**src/rtl/riscv_hazard_ctrl.sv**
```systemverilog
// Hazard controller for a 5-stage RISC-V pipeline: load-use stalls, branch/JAL
// flushes, memory freeze and EX operand forwarding selects.
module riscv_hazard_ctrl #(
  parameter int CNT_W = 32
) (
  input  logic             i_clk,
  input  logic             i_rst,
  input  logic             i_id_valid,
  input  logic             i_src1_reg_en,
  input  logic             i_src2_reg_en,
  input  logic [4:0]       i_src1_reg_addr,
  input  logic [4:0]       i_src2_reg_addr,
  input  logic [4:0]       i_dst_reg_addr,
  input  logic             i_alures2reg,
  input  logic             i_memory2reg,
  input  logic             i_jal,
  input  logic             i_branch_taken,
  input  logic             i_mem_ready,
  output logic             o_pc_hold,
  output logic             o_if_flush,
  output logic             o_ex_bubble,
  output logic             o_pipe_freeze,
  output logic [1:0]       o_fwd1_sel,
  output logic [1:0]       o_fwd2_sel,
  output logic [CNT_W-1:0] o_bubble_cnt
);

  localparam int EX  = 0;
  localparam int MEM = 1;
  localparam int WB  = 2;

  // Per-stage tracking; source fields are only consulted while in EX.
  logic [2:0] valid_q, valid_d;
  logic [2:0] wr_q, wr_d;
  logic [1:0] load_q, load_d;
  logic [4:0] rd_q [3];
  logic [4:0] rd_d [3];
  logic       ex_s1_en_q, ex_s1_en_d;
  logic       ex_s2_en_q, ex_s2_en_d;
  logic [4:0] ex_s1_q, ex_s1_d;
  logic [4:0] ex_s2_q, ex_s2_d;
  logic [CNT_W-1:0] cnt_q, cnt_d;

  logic id_wr;
  logic lu;
  logic freeze;
  logic load_ex;

  assign id_wr  = (i_alures2reg | i_memory2reg) & (i_dst_reg_addr != 5'd0);
  assign freeze = !i_mem_ready;

  assign lu = i_id_valid & valid_q[EX] & load_q[EX] & wr_q[EX] &
              ((i_src1_reg_en & (i_src1_reg_addr == rd_q[EX])) |
               (i_src2_reg_en & (i_src2_reg_addr == rd_q[EX])));

  always_comb begin
    o_pc_hold   = 1'b0;
    o_if_flush  = 1'b0;
    o_ex_bubble = 1'b0;
    if (freeze) begin
      o_pc_hold = 1'b1;
    end else if (i_branch_taken) begin
      o_if_flush  = 1'b1;
      o_ex_bubble = 1'b1;
    end else if (lu) begin
      o_pc_hold   = 1'b1;
      o_ex_bubble = 1'b1;
    end else if (i_id_valid & i_jal) begin
      o_if_flush = 1'b1;
    end
  end

  assign o_pipe_freeze = freeze;
  assign load_ex       = i_id_valid & !o_ex_bubble;

  // EX stage next state: ID fields, or an all-zero bubble entry.
  always_comb begin
    valid_d[EX] = valid_q[EX];
    wr_d[EX]    = wr_q[EX];
    load_d[EX]  = load_q[EX];
    rd_d[EX]    = rd_q[EX];
    ex_s1_en_d  = ex_s1_en_q;
    ex_s2_en_d  = ex_s2_en_q;
    ex_s1_d     = ex_s1_q;
    ex_s2_d     = ex_s2_q;
    if (!freeze) begin
      valid_d[EX] = load_ex;
      wr_d[EX]    = load_ex & id_wr;
      load_d[EX]  = load_ex & i_memory2reg;
      rd_d[EX]    = load_ex ? i_dst_reg_addr : 5'd0;
      ex_s1_en_d  = load_ex & i_src1_reg_en;
      ex_s2_en_d  = load_ex & i_src2_reg_en;
      ex_s1_d     = load_ex ? i_src1_reg_addr : 5'd0;
      ex_s2_d     = load_ex ? i_src2_reg_addr : 5'd0;
    end
  end

  generate
    for (genvar gi = MEM; gi <= WB; gi++) begin : g_shift
      always_comb begin
        valid_d[gi] = freeze ? valid_q[gi] : valid_q[gi-1];
        wr_d[gi]    = freeze ? wr_q[gi]    : wr_q[gi-1];
        rd_d[gi]    = freeze ? rd_q[gi]    : rd_q[gi-1];
      end
    end
  endgenerate

  assign load_d[MEM] = freeze ? load_q[MEM] : load_q[EX];

  always_comb begin
    cnt_d = cnt_q;
    if (!freeze && o_ex_bubble && (cnt_q != {CNT_W{1'b1}}))
      cnt_d = cnt_q + {{(CNT_W-1){1'b0}}, 1'b1};
  end

  always_ff @(posedge i_clk) begin
    if (i_rst) begin
      valid_q    <= '0;
      wr_q       <= '0;
      load_q     <= '0;
      ex_s1_en_q <= 1'b0;
      ex_s2_en_q <= 1'b0;
      ex_s1_q    <= 5'd0;
      ex_s2_q    <= 5'd0;
      cnt_q      <= '0;
      for (int i = 0; i < 3; i++) rd_q[i] <= 5'd0;
    end else begin
      valid_q    <= valid_d;
      wr_q       <= wr_d;
      load_q     <= load_d;
      ex_s1_en_q <= ex_s1_en_d;
      ex_s2_en_q <= ex_s2_en_d;
      ex_s1_q    <= ex_s1_d;
      ex_s2_q    <= ex_s2_d;
      cnt_q      <= cnt_d;
      for (int i = 0; i < 3; i++) rd_q[i] <= rd_d[i];
    end
  end

  assign o_bubble_cnt = cnt_q;

  // Loads in MEM have no data yet, so they can only be forwarded from WB.
  logic       src_en  [2];
  logic [4:0] src_adr [2];
  logic [1:0] fwd_sel [2];

  assign src_en[0]  = ex_s1_en_q;
  assign src_en[1]  = ex_s2_en_q;
  assign src_adr[0] = ex_s1_q;
  assign src_adr[1] = ex_s2_q;

  generate
    for (genvar gi = 0; gi < 2; gi++) begin : g_fwd
      always_comb begin
        fwd_sel[gi] = 2'b00;
        if (valid_q[EX] && src_en[gi]) begin
          if (valid_q[MEM] && wr_q[MEM] && !load_q[MEM] && (rd_q[MEM] == src_adr[gi]))
            fwd_sel[gi] = 2'b01;
          else if (valid_q[WB] && wr_q[WB] && (rd_q[WB] == src_adr[gi]))
            fwd_sel[gi] = 2'b10;
        end
      end
    end
  endgenerate

  assign o_fwd1_sel = fwd_sel[0];
  assign o_fwd2_sel = fwd_sel[1];

endmodule

```
**config.mk**
```make
export PLATFORM = sky130hd
export DESIGN_NAME = riscv_hazard_ctrl
export DESIGN_NICKNAME = d
export VERILOG_FILES = /design/src/rtl/riscv_hazard_ctrl.sv
export SDC_FILE = /design/constraint.sdc
export NUM_CORES = 1
export LEC_CHECK = 0
export CAP_MARGIN = 40
export CORE_ASPECT_RATIO = 0.7
export CORE_MARGIN = 1
export CORE_UTILIZATION = 45
export DETAILED_ROUTE_END_ITERATION = 8
export GPL_TIMING_DRIVEN = 0
export PLACE_DENSITY = 0.74
export REMOVE_ABC_BUFFERS = 1
export SYNTH_ARGS = -nofsm -noshare
export SYNTH_HDL_FRONTEND = slang
export SYNTH_SLANG_ARGS = --single-unit
```
**constraint.sdc**
```tcl
create_clock -name i_clk -period 2.1 [get_ports i_clk]
set_input_delay 0.42 -clock i_clk [delete_from_list [all_inputs] [get_ports i_clk]]
set_output_delay 0.42 -clock i_clk [all_outputs]
set_load 0.01 [all_outputs]
```
==> impl_metrics.env, run 1 <==
export IMPL_synth_top_family_by_area="simple AND/OR/NAND/NOR gates"
export IMPL_dp_hpwl_mm=6.31
export IMPL_rows=25
export IMPL_grt_max_degree=31
export IMPL_htree_levels=3
export IMPL_port_buffers=64
export IMPL_setup_viol=44
export IMPL_path_class="flip-flop to output pin"
export IMPL_place_congestion=0.905
export IMPL_post_route_drc_count=0
export IMPL_stdcell_area_mm2=0.00513
export IMPL_synth_compound_area_frac=0.159
export IMPL_worst_pin_slew_ns=0.533
export IMPL_cts_buffers=9
export IMPL_cts_sinks=67
export IMPL_violations="negative setup slack"
export IMPL_root_buffer="clkbuf_8"
export IMPL_pwr_share_seq=0.473
export IMPL_clk_path_buf_depth=2
export IMPL_crit_chain="buf_8 -> xnor2_4 -> nand4_1 -> nor3_4 -> nor2_2 -> o21ai_2 -> buf_4 -> buf_6"
export IMPL_hold_violations=0
export IMPL_worst_hold_path_type="flip-flop to flip-flop"
export IMPL_hold_buffers=0
export IMPL_syn_area_mm2=0.00332
export IMPL_clk_latency_ns=0.35
export IMPL_worst_setup_path_start_kind="flip-flop"
export IMPL_critPathRequiredTime_ns=1.68
export IMPL_rsz0062_at_grt="true"
export IMPL_vias=3532
export IMPL_viasPerCell=6.31
export IMPL_p_switching_mw=0.677
export IMPL_timing_final_crit_share=1.14
export IMPL_relSlewSlack=0.645
export IMPL_final_setup_tns_ns=-3.96
export IMPL_fillCellCount=436
export IMPL_ys_flop_type="dfxtp_1"
export IMPL_ys_ff_latch=67
export IMPL_p_sw_frac=0.247
export IMPL_fin_crit_ns=2.40
export IMPL_cap_viol_max_count=0
export IMPL_power_frac_comb=0.115
export IMPL_crit_family="simple AND/OR/NAND/NOR gates"
export IMPL_grt_total_usage=0.272
export IMPL_cts_tree="built"
export IMPL_ant_nets=0
export IMPL_path_buf_inv=3
export IMPL_die_height_um=73.9
export IMPL_synth_edff_count=0
export IMPL_cp_arrival_ns=1.98
export IMPL_post_drt_wl_per_cell_um=20.8
export IMPL_power_internal_mw=2.07
export IMPL_clockPowerShare=0.412
export IMPL_grt_first_pass_wirelength_mm=16.2
export IMPL_start_util=0.479
export IMPL_status="finished, violations left"
export IMPL_dr_pass1_iters=6
export IMPL_clk_transition_reported_paths_ns=0.07
export IMPL_wl_mm=11.6
export IMPL_fmaxAchievable_mhz=416
export IMPL_drv_slew=0
export IMPL_n_antenna_cell=0
export IMPL_nets=489
export IMPL_grt_overflow=0
export IMPL_synth_distinct_cells=47
export IMPL_yosys_warnings=0
export IMPL_antenna_found_initial=0
export IMPL_cpMaxStageDelayCell="dfxtp_4"
export IMPL_leakagePower_nw=1.93
export IMPL_crit_fanout=3
export IMPL_avgSynthCellArea_um2=9.01
export IMPL_synthCells=369
export IMPL_p_per_area_mw_per_mm2=535
export IMPL_synthSimpleGateAreaFrac=0.264
export IMPL_synth_mux_area_frac=0.0565
export IMPL_dieArea_mm2=0.00774
export IMPL_die_w_um=105
export IMPL_setup_ws_ns=-0.302
export IMPL_finClkSkew_ns=0.00987
export IMPL_drtIter0Drc=323
export IMPL_num_io_pins=65
export IMPL_synthArstFlopShare=0
export IMPL_cp_end_kind="output pin"
export IMPL_drive_gt1_frac=0.352
export IMPL_place_area_mm2=0.00406
export IMPL_grt_pass1_vias=3114
export IMPL_synth_xor_area_share=0.0817
export IMPL_area_growth_pct=54.3
export IMPL_peakVddDrop_mv=0.311
export IMPL_core_mm2=0.00694
export IMPL_synth_adder_area_share=0.00376
export IMPL_ys_seq_area_frac=0.403
export IMPL_max_stage_delay_ns=0.35
-- cell usage after synthesis, types with 4 or more instances --
| cell type | n | area, µm² |
|---|---|---|
| a22o_1 | 19 | 166 |
| xor2_1 | 16 | 140 |
| nor3_1 | 5 | 25.0 |
| and3_1 | 8 | 50.1 |
| a21oi_1 | 29 | 145 |
| nor2b_1 | 4 | 25.0 |
| nand3_1 | 16 | 80.1 |
| or4_1 | 11 | 82.6 |
| nand4_1 | 17 | 106 |
| or3_1 | 19 | 119 |
| dfxtp_1 | 67 | 1340 |
| nand2_1 | 17 | 63.8 |
| clkbuf_1 | 10 | 37.5 |
| xnor2_1 | 15 | 131 |
| nor2_1 | 29 | 109 |
| buf_2 | 4 | 20.0 |
| o31ai_1 | 8 | 60.1 |
| o21ai_0 | 20 | 100 |
| nor4_1 | 4 | 25.0 |
| mux2i_1 | 15 | 150 |
-- final timing paths --
kind | from | to | slack, ns | cells past startpoint
worst max-delay path | rd_q[0][1] | o_pc_hold | -0.30 | 8
worst min-delay path | o_bubble_cnt[1] | o_bubble_cnt[1] | 0.50 | 2
worst max register to register | rd_q[0][1] | o_bubble_cnt[18] | -0.21 | 10
worst min register to register | o_bubble_cnt[1] | o_bubble_cnt[1] | 0.50 | 2
-- cell type report --
class | count | area (µm²) | share of cell area
clock buffers | 12 | 165 | 0.0322
clock inverters | 2 | 35.0 | 0.00683
inverters | 2 | 10.0 | 0.00195
multi-input cells | 280 | 2330 | 0.455
flip-flops and latches | 67 | 1380 | 0.270
well taps | 94 | 118 | 0.0229
repair buffers | 103 | 1080 | 0.211
-- stage by stage --
step	util	hold WS (ns)	setup slack, ns	cells	total power, mW
6_report	0.739	0.503	-0.302	560	2.75
5_1_grt	0.739	0.508	-0.371	560	2.81
4_1_cts	0.681	0.484	-0.184	548	2.69
3_5_place_dp	0.585	0.489	-1.00	512	1.53
3_3_place_gp	0.574	0.474	-1.64	507	1.52
2_1_floorplan	-	0.451	-0.229	349	1.40
-- cell usage in the layout, fill, tap and decap left out, types with 15 or more instances in the layout --
master,synthesis,final
nand2_1,17,16
clkdlybuf4s50_1,0,43
buf_4,1,21
nor2_1,29,27
nand3_1,16,15
dfxtp_1,67,47
nand4_1,17,17
a21oi_1,29,16
xor2_1,16,15
mux2i_1,15,15
a22o_1,19,19
-- what timing repair did --
action / in CTS / in global routing
gates resized for setup: 112 / 74
setup endpoints to repair: 55 / 57
buffers inserted: 19 / 11
pin swaps: 42 / 60
gates cloned: 3 / 1
-- registers in the layout (all words and copies together) (netlist names) --
name	cells
o_bubble_cnt	32
ex_s2_q	5
load_q	2
ex_s1_en_q	1
wr_q	3
ex_s2_en_q	1
ex_s1_q	5
rd_q	15
valid_q	3
-- worst register-to-register path, cell delays in order (launching register included) --
cell and delay, ns:
dfxtp_4 0.35, buf_4 0.14, xnor2_2 0.15, nand4_1 0.21, o32ai_4 0.32, buf_4 0.16
buf_4 0.10, o211ai_1 0.13, buf_4 0.21, or3_1 0.35, a21oi_1 0.13
-- metal layers --
metal  GRT usage  routed length, µm  vias to the layer above
met5           0                  0                        -
met4      0.0689                268                        0
met3      0.0665               1100                       37
met2       0.436               5280                      192
met1       0.372               4990                     1736
li1            -                  -                     1567
-- cells by family after synthesis --
kind of cell             Yosys count
flip-flops                        67
buffers and inverters             22
multiplexers                      18
AND/OR/NAND/NOR                  148
XOR/XNOR                          31
adder cells (fa/ha/maj)            1
AO/OA/AOI/OAI                     82
-- power by group through the flow --
stage                     logic, mW  registers (mW)  clock network, mW
after CTS                     0.258            1.30               1.13
after detailed placement      0.199            1.33                  0
after global placement        0.184            1.33                  0
after global routing          0.327            1.30               1.18
final                         0.315            1.30               1.13
after floorplan              0.0738            1.33                  0
Power figures use the tool's default switching activity.
==> inputs of run 2 (changes only) <==
Settings changed: CORE_UTILIZATION 45 to 47, PLACE_DENSITY 0.74 to 0.76.
==> impl_metrics.env, run 2 (same netlist as run 1, synthesis figures left out) <==
export IMPL_core_mm2=0.00679
export IMPL_final_core_util=0.764
export IMPL_max_stage_delay_ns=0.54
export IMPL_clk_latency_ns=0.36
export IMPL_crit_chain="xor2_1 -> or4_1 -> nor3_2 -> and3_1 -> buf_2"
export IMPL_hold_violations=0
export IMPL_post_drt_wl_per_cell_um=20.8
export IMPL_die_w_um=103
export IMPL_cts_tree="built"
export IMPL_area_growth_pct=56.0
export IMPL_stdcell_area_mm2=0.00519
export IMPL_drv_slew=0
export IMPL_fin_crit_ns=2.41
export IMPL_rsz0062_at_grt="true"
export IMPL_grt_total_usage=0.305
export IMPL_rows=25
export IMPL_place_area_mm2=0.00406
export IMPL_cts_sinks=67
export IMPL_clk_transition_reported_paths_ns=0.07
export IMPL_start_util=0.490
export IMPL_timing_final_crit_share=1.15
export IMPL_status="finished, violations left"
export IMPL_setup_ws_ns=-0.312
export IMPL_dp_hpwl_mm=6.01
export IMPL_final_common_cell="clkdlybuf4s50_1"
export IMPL_dp_slack_ns=-0.949
export IMPL_htree_levels=3
export IMPL_cp_end_kind="output pin"
export IMPL_viasPerCell=6.38
export IMPL_place_congestion=0.892
export IMPL_p_per_area_mw_per_mm2=547
export IMPL_drive_gt1_frac=0.392
export IMPL_critPathRequiredTime_ns=1.68
export IMPL_grt_overflow=0
export IMPL_final_setup_tns_ns=-2.39
export IMPL_mostFrequentLayoutCells="clkdlybuf4s50_1 (43), dfxtp_1 (33), buf_4 (27)"
export IMPL_violations="negative setup slack"
export IMPL_grt_max_degree=38
export IMPL_post_route_drc_count=0
export IMPL_cpMaxStageDelayCell="or4_1"
export IMPL_n_antenna_cell=0
export IMPL_cp_arrival_ns=1.99
export IMPL_drtIter0Drc=271
export IMPL_relSlewSlack=0.491
export IMPL_largest_reg_flops=32
export IMPL_antenna_found_initial=0
export IMPL_num_io_pins=65
export IMPL_path_class="flip-flop to output pin"
export IMPL_dieArea_mm2=0.00742
export IMPL_grt_pass1_vias=3337
export IMPL_port_buffers=64
export IMPL_worst_pin_slew_ns=0.761
export IMPL_ant_nets=0
export IMPL_cts_buffers=9
export IMPL_root_buffer="clkbuf_8"
export IMPL_crit_fanout=4
export IMPL_grt_first_pass_wirelength_mm=17.1
export IMPL_holdWs_ns=0.470
export IMPL_peakVddDrop_mv=0.277
export IMPL_clk_path_buf_depth=2
export IMPL_power_total_mw=2.83
export IMPL_hold_buffers=0
export IMPL_leakagePower_nw=1.91
export IMPL_worst_setup_path_start_kind="flip-flop"
export IMPL_worst_hold_path_type="input pin to flip-flop"
export IMPL_die_height_um=72.4
export IMPL_wl_mm=11.8
export IMPL_fin_cells=566
export IMPL_fmaxAchievable_mhz=415
export IMPL_post_place_cells=512
export IMPL_dr_pass1_iters=5
export IMPL_finClkSkew_ns=0.00739
export IMPL_setup_viol=28
export IMPL_nets=493
export IMPL_cap_viol_max_count=0
export IMPL_vias=3609
==> run 2: cell types whose count changed in the layout (fill, tap and decap cells not counted), sizes merged <==
cell	previous run	this run
clkinv	1	2
clkinvlp	0	2
dlygate4sd2	11	9
bufinv	1	2
clkbuf	13	10
clkdlybuf4s15	2	4
buf	46	50
o21ai	21	22
==> run 2: routing by layer <==
layer,track usage,share of wire,vias up
met4,0.119,0.043,0
met5,0,0,-
met3,0.0723,0.088,71
met2,0.476,0.46,251
li1,-,-,1579
met1,0.409,0.41,1708
==> run 2: power breakdown <==
part | leakage, nW | internal (mW) | switching, mW | total [mW]
sequential | 0.562 | 1.27 | 0.0219 | 1.29
clock | 0.108 | 0.700 | 0.542 | 1.24
combinational | 1.24 | 0.151 | 0.148 | 0.299
==> run 2: path summary, 6_finish.rpt <==
check	startpoint	end	slack [ns]	cells after the start
setup / recovery	rd_q[0][5]	o_fwd1_sel[0]	-0.31	5
hold / removal	i_rst	wr_q[1]	0.47	2
hold reg to reg	load_q[1]	load_q[1]	0.49	2
setup reg to reg	valid_q[0]	o_bubble_cnt[28]	-0.11	9
==> run 2: cell type report <==
| type | instances | area, µm² |
|---|---|---|
| repair buffers | 106 | 1060 |
| clock buffers | 10 | 138 |
| multi-input cells | 281 | 2360 |
| inverters | 2 | 7.51 |
| fillers | 408 | 1600 |
| flip-flops and latches | 67 | 1410 |
| clock inverters | 6 | 88.8 |
| well taps | 94 | 118 |
==> run 2: critical path, delay by kind of cell (launching register included) <==
kind	cells	cell delay, ns
buffers and inverters	1	0.14
xor gates and xnor gates	1	0.16
and+or+nand+nor	3	0.97
DFF	1	0.36
==> run 2: timing repair <==
action | CTS | global route
pin swaps | 70 | 41
resized for setup | 110 | 89
buffers inserted | 28 | 11
setup endpoints to repair | 57 | 42
cloned | 3 | 0
==> inputs of run 3 (changes only) <==
Settings changed: CAP_MARGIN 40 to 20.
==> impl_metrics.env, run 3 (same netlist as run 1, synthesis figures left out) <==
export IMPL_mostFrequentLayoutCells="clkdlybuf4s50_1 (43), dfxtp_1 (32), buf_4 (30)"
export IMPL_grt_first_pass_wirelength_mm=15.6
export IMPL_timing_final_crit_share=1.10
export IMPL_htree_levels=3
export IMPL_final_core_util=0.741
export IMPL_worst_hold_path_type="input pin to flip-flop"
export IMPL_cp_end_kind="output pin"
export IMPL_cap_viol_max_count=0
export IMPL_peakVddDrop_mv=0.329
export IMPL_cpMaxStageDelayCell="or4_1"
export IMPL_wl_mm=11.3
export IMPL_place_area_mm2=0.00403
export IMPL_ant_nets=0
export IMPL_drv_slew=0
export IMPL_power_total_mw=2.57
export IMPL_path_class="flip-flop to output pin"
export IMPL_post_route_drc_count=0
export IMPL_final_setup_tns_ns=-2.66
export IMPL_post_place_cells=510
export IMPL_viasPerCell=6.20
export IMPL_drtIter0Drc=348
export IMPL_reg2reg_setup_slack_ns=-0.16
export IMPL_fin_cells=569
export IMPL_vias=3530
export IMPL_grt_pass1_vias=3115
export IMPL_violations="negative setup slack"
export IMPL_p_per_area_mw_per_mm2=511
export IMPL_area_growth_pct=51.3
export IMPL_crit_chain="xor2_1 -> or4_1 -> nor3_2 -> and3_1 -> buf_2"
export IMPL_fin_crit_ns=2.30
export IMPL_path_buf_inv=1
export IMPL_finClkSkew_ns=0.00789
export IMPL_grt_overflow=0
export IMPL_rows=25
export IMPL_cts_sinks=67
export IMPL_clk_transition_reported_paths_ns=0.08
export IMPL_fmaxAchievable_mhz=434
export IMPL_dp_hpwl_mm=5.84
export IMPL_relSlewSlack=0.441
export IMPL_max_stage_delay_ns=0.52
export IMPL_core_mm2=0.00679
export IMPL_root_buffer="clkbuf_8"
export IMPL_grt_total_usage=0.275
export IMPL_dp_slack_ns=-1.37
export IMPL_die_w_um=103
export IMPL_nets=496
export IMPL_setup_viol=30
export IMPL_status="finished, violations left"
export IMPL_stdcell_area_mm2=0.00503
export IMPL_hold_violations=0
export IMPL_num_io_pins=65
export IMPL_cp_arrival_ns=1.88
export IMPL_holdWs_ns=0.275
export IMPL_antenna_found_initial=0
export IMPL_hold_buffers=0
export IMPL_setup_ws_ns=-0.205
export IMPL_largest_reg_flops=32
export IMPL_start_util=0.490
export IMPL_port_buffers=64
export IMPL_die_height_um=72.4
export IMPL_cts_buffers=9
export IMPL_dieArea_mm2=0.00742
export IMPL_grt_max_degree=52
export IMPL_n_antenna_cell=0
export IMPL_crit_family="simple AND/OR/NAND/NOR gates"
export IMPL_rsz0062_at_grt="true"
export IMPL_leakagePower_nw=1.85
export IMPL_final_common_cell="clkdlybuf4s50_1"
export IMPL_dr_pass1_iters=5
export IMPL_worst_pin_slew_ns=0.838
export IMPL_clk_latency_ns=0.36
export IMPL_cts_tree="built"
export IMPL_fillCellCount=436
export IMPL_place_congestion=0.892
export IMPL_critPathRequiredTime_ns=1.68
export IMPL_worst_setup_path_start_kind="flip-flop"
export IMPL_post_drt_wl_per_cell_um=19.9
export IMPL_clk_path_buf_depth=2
export IMPL_drive_gt1_frac=0.383
export IMPL_crit_fanout=2
## run 3: changes by cell type in the layout (fill, tap and decap cells not counted), moves of 5 or more
cell / previous run / this run
or4_1: 2 / 7
buf_12: 10 / 4
dfxtp_4: 12 / 7
o21ai_1: 2 / 9
dfxtp_2: 22 / 28
o21ai_0: 16 / 10
or4_4: 10 / 5
## run 3: layout make-up
type                    count  area (µm²)  share of cell area
multi-input cells         285        2330               0.463
flip-flops and latches     67        1400               0.279
repair buffers            105         995               0.198
clock buffers               9         124              0.0246
well taps                  94         118              0.0234
clock inverters             7        53.8              0.0107
inverters                   2        7.51             0.00149
## run 3: routing by layer
layer  part of all wire  track usage
met5                  0            0
met4              0.025        0.117
met2               0.47        0.424
met3              0.071       0.0395
met1               0.44        0.385
## run 3: path summary, 6_finish.rpt
check | start | end | cells past startpoint
max reg2reg | valid_q[0] | o_bubble_cnt[18] | 9
min | i_rst | wr_q[1] | 2
max | rd_q[0][5] | o_fwd1_sel[0] | 5
min reg2reg | o_bubble_cnt[9] | o_bubble_cnt[9] | 2
## run 3: power breakdown
part | switching, mW | total, mW | internal [mW] | leakage (nW)
sequential | 0.0194 | 1.30 | 1.28 | 0.561
combinational | 0.143 | 0.268 | 0.125 | 1.21
clock | 0.570 | 1.00 | 0.433 | 0.0818
## run 3: repair_timing
| item | in CTS | in global routing |
|---|---|---|
| cloned | 4 | 2 |
| pin swaps | 38 | 50 |
| buffers inserted | 26 | 11 |
| gates resized for setup | 103 | 85 |
| endpoints found under the setup margin | 58 | 38 |
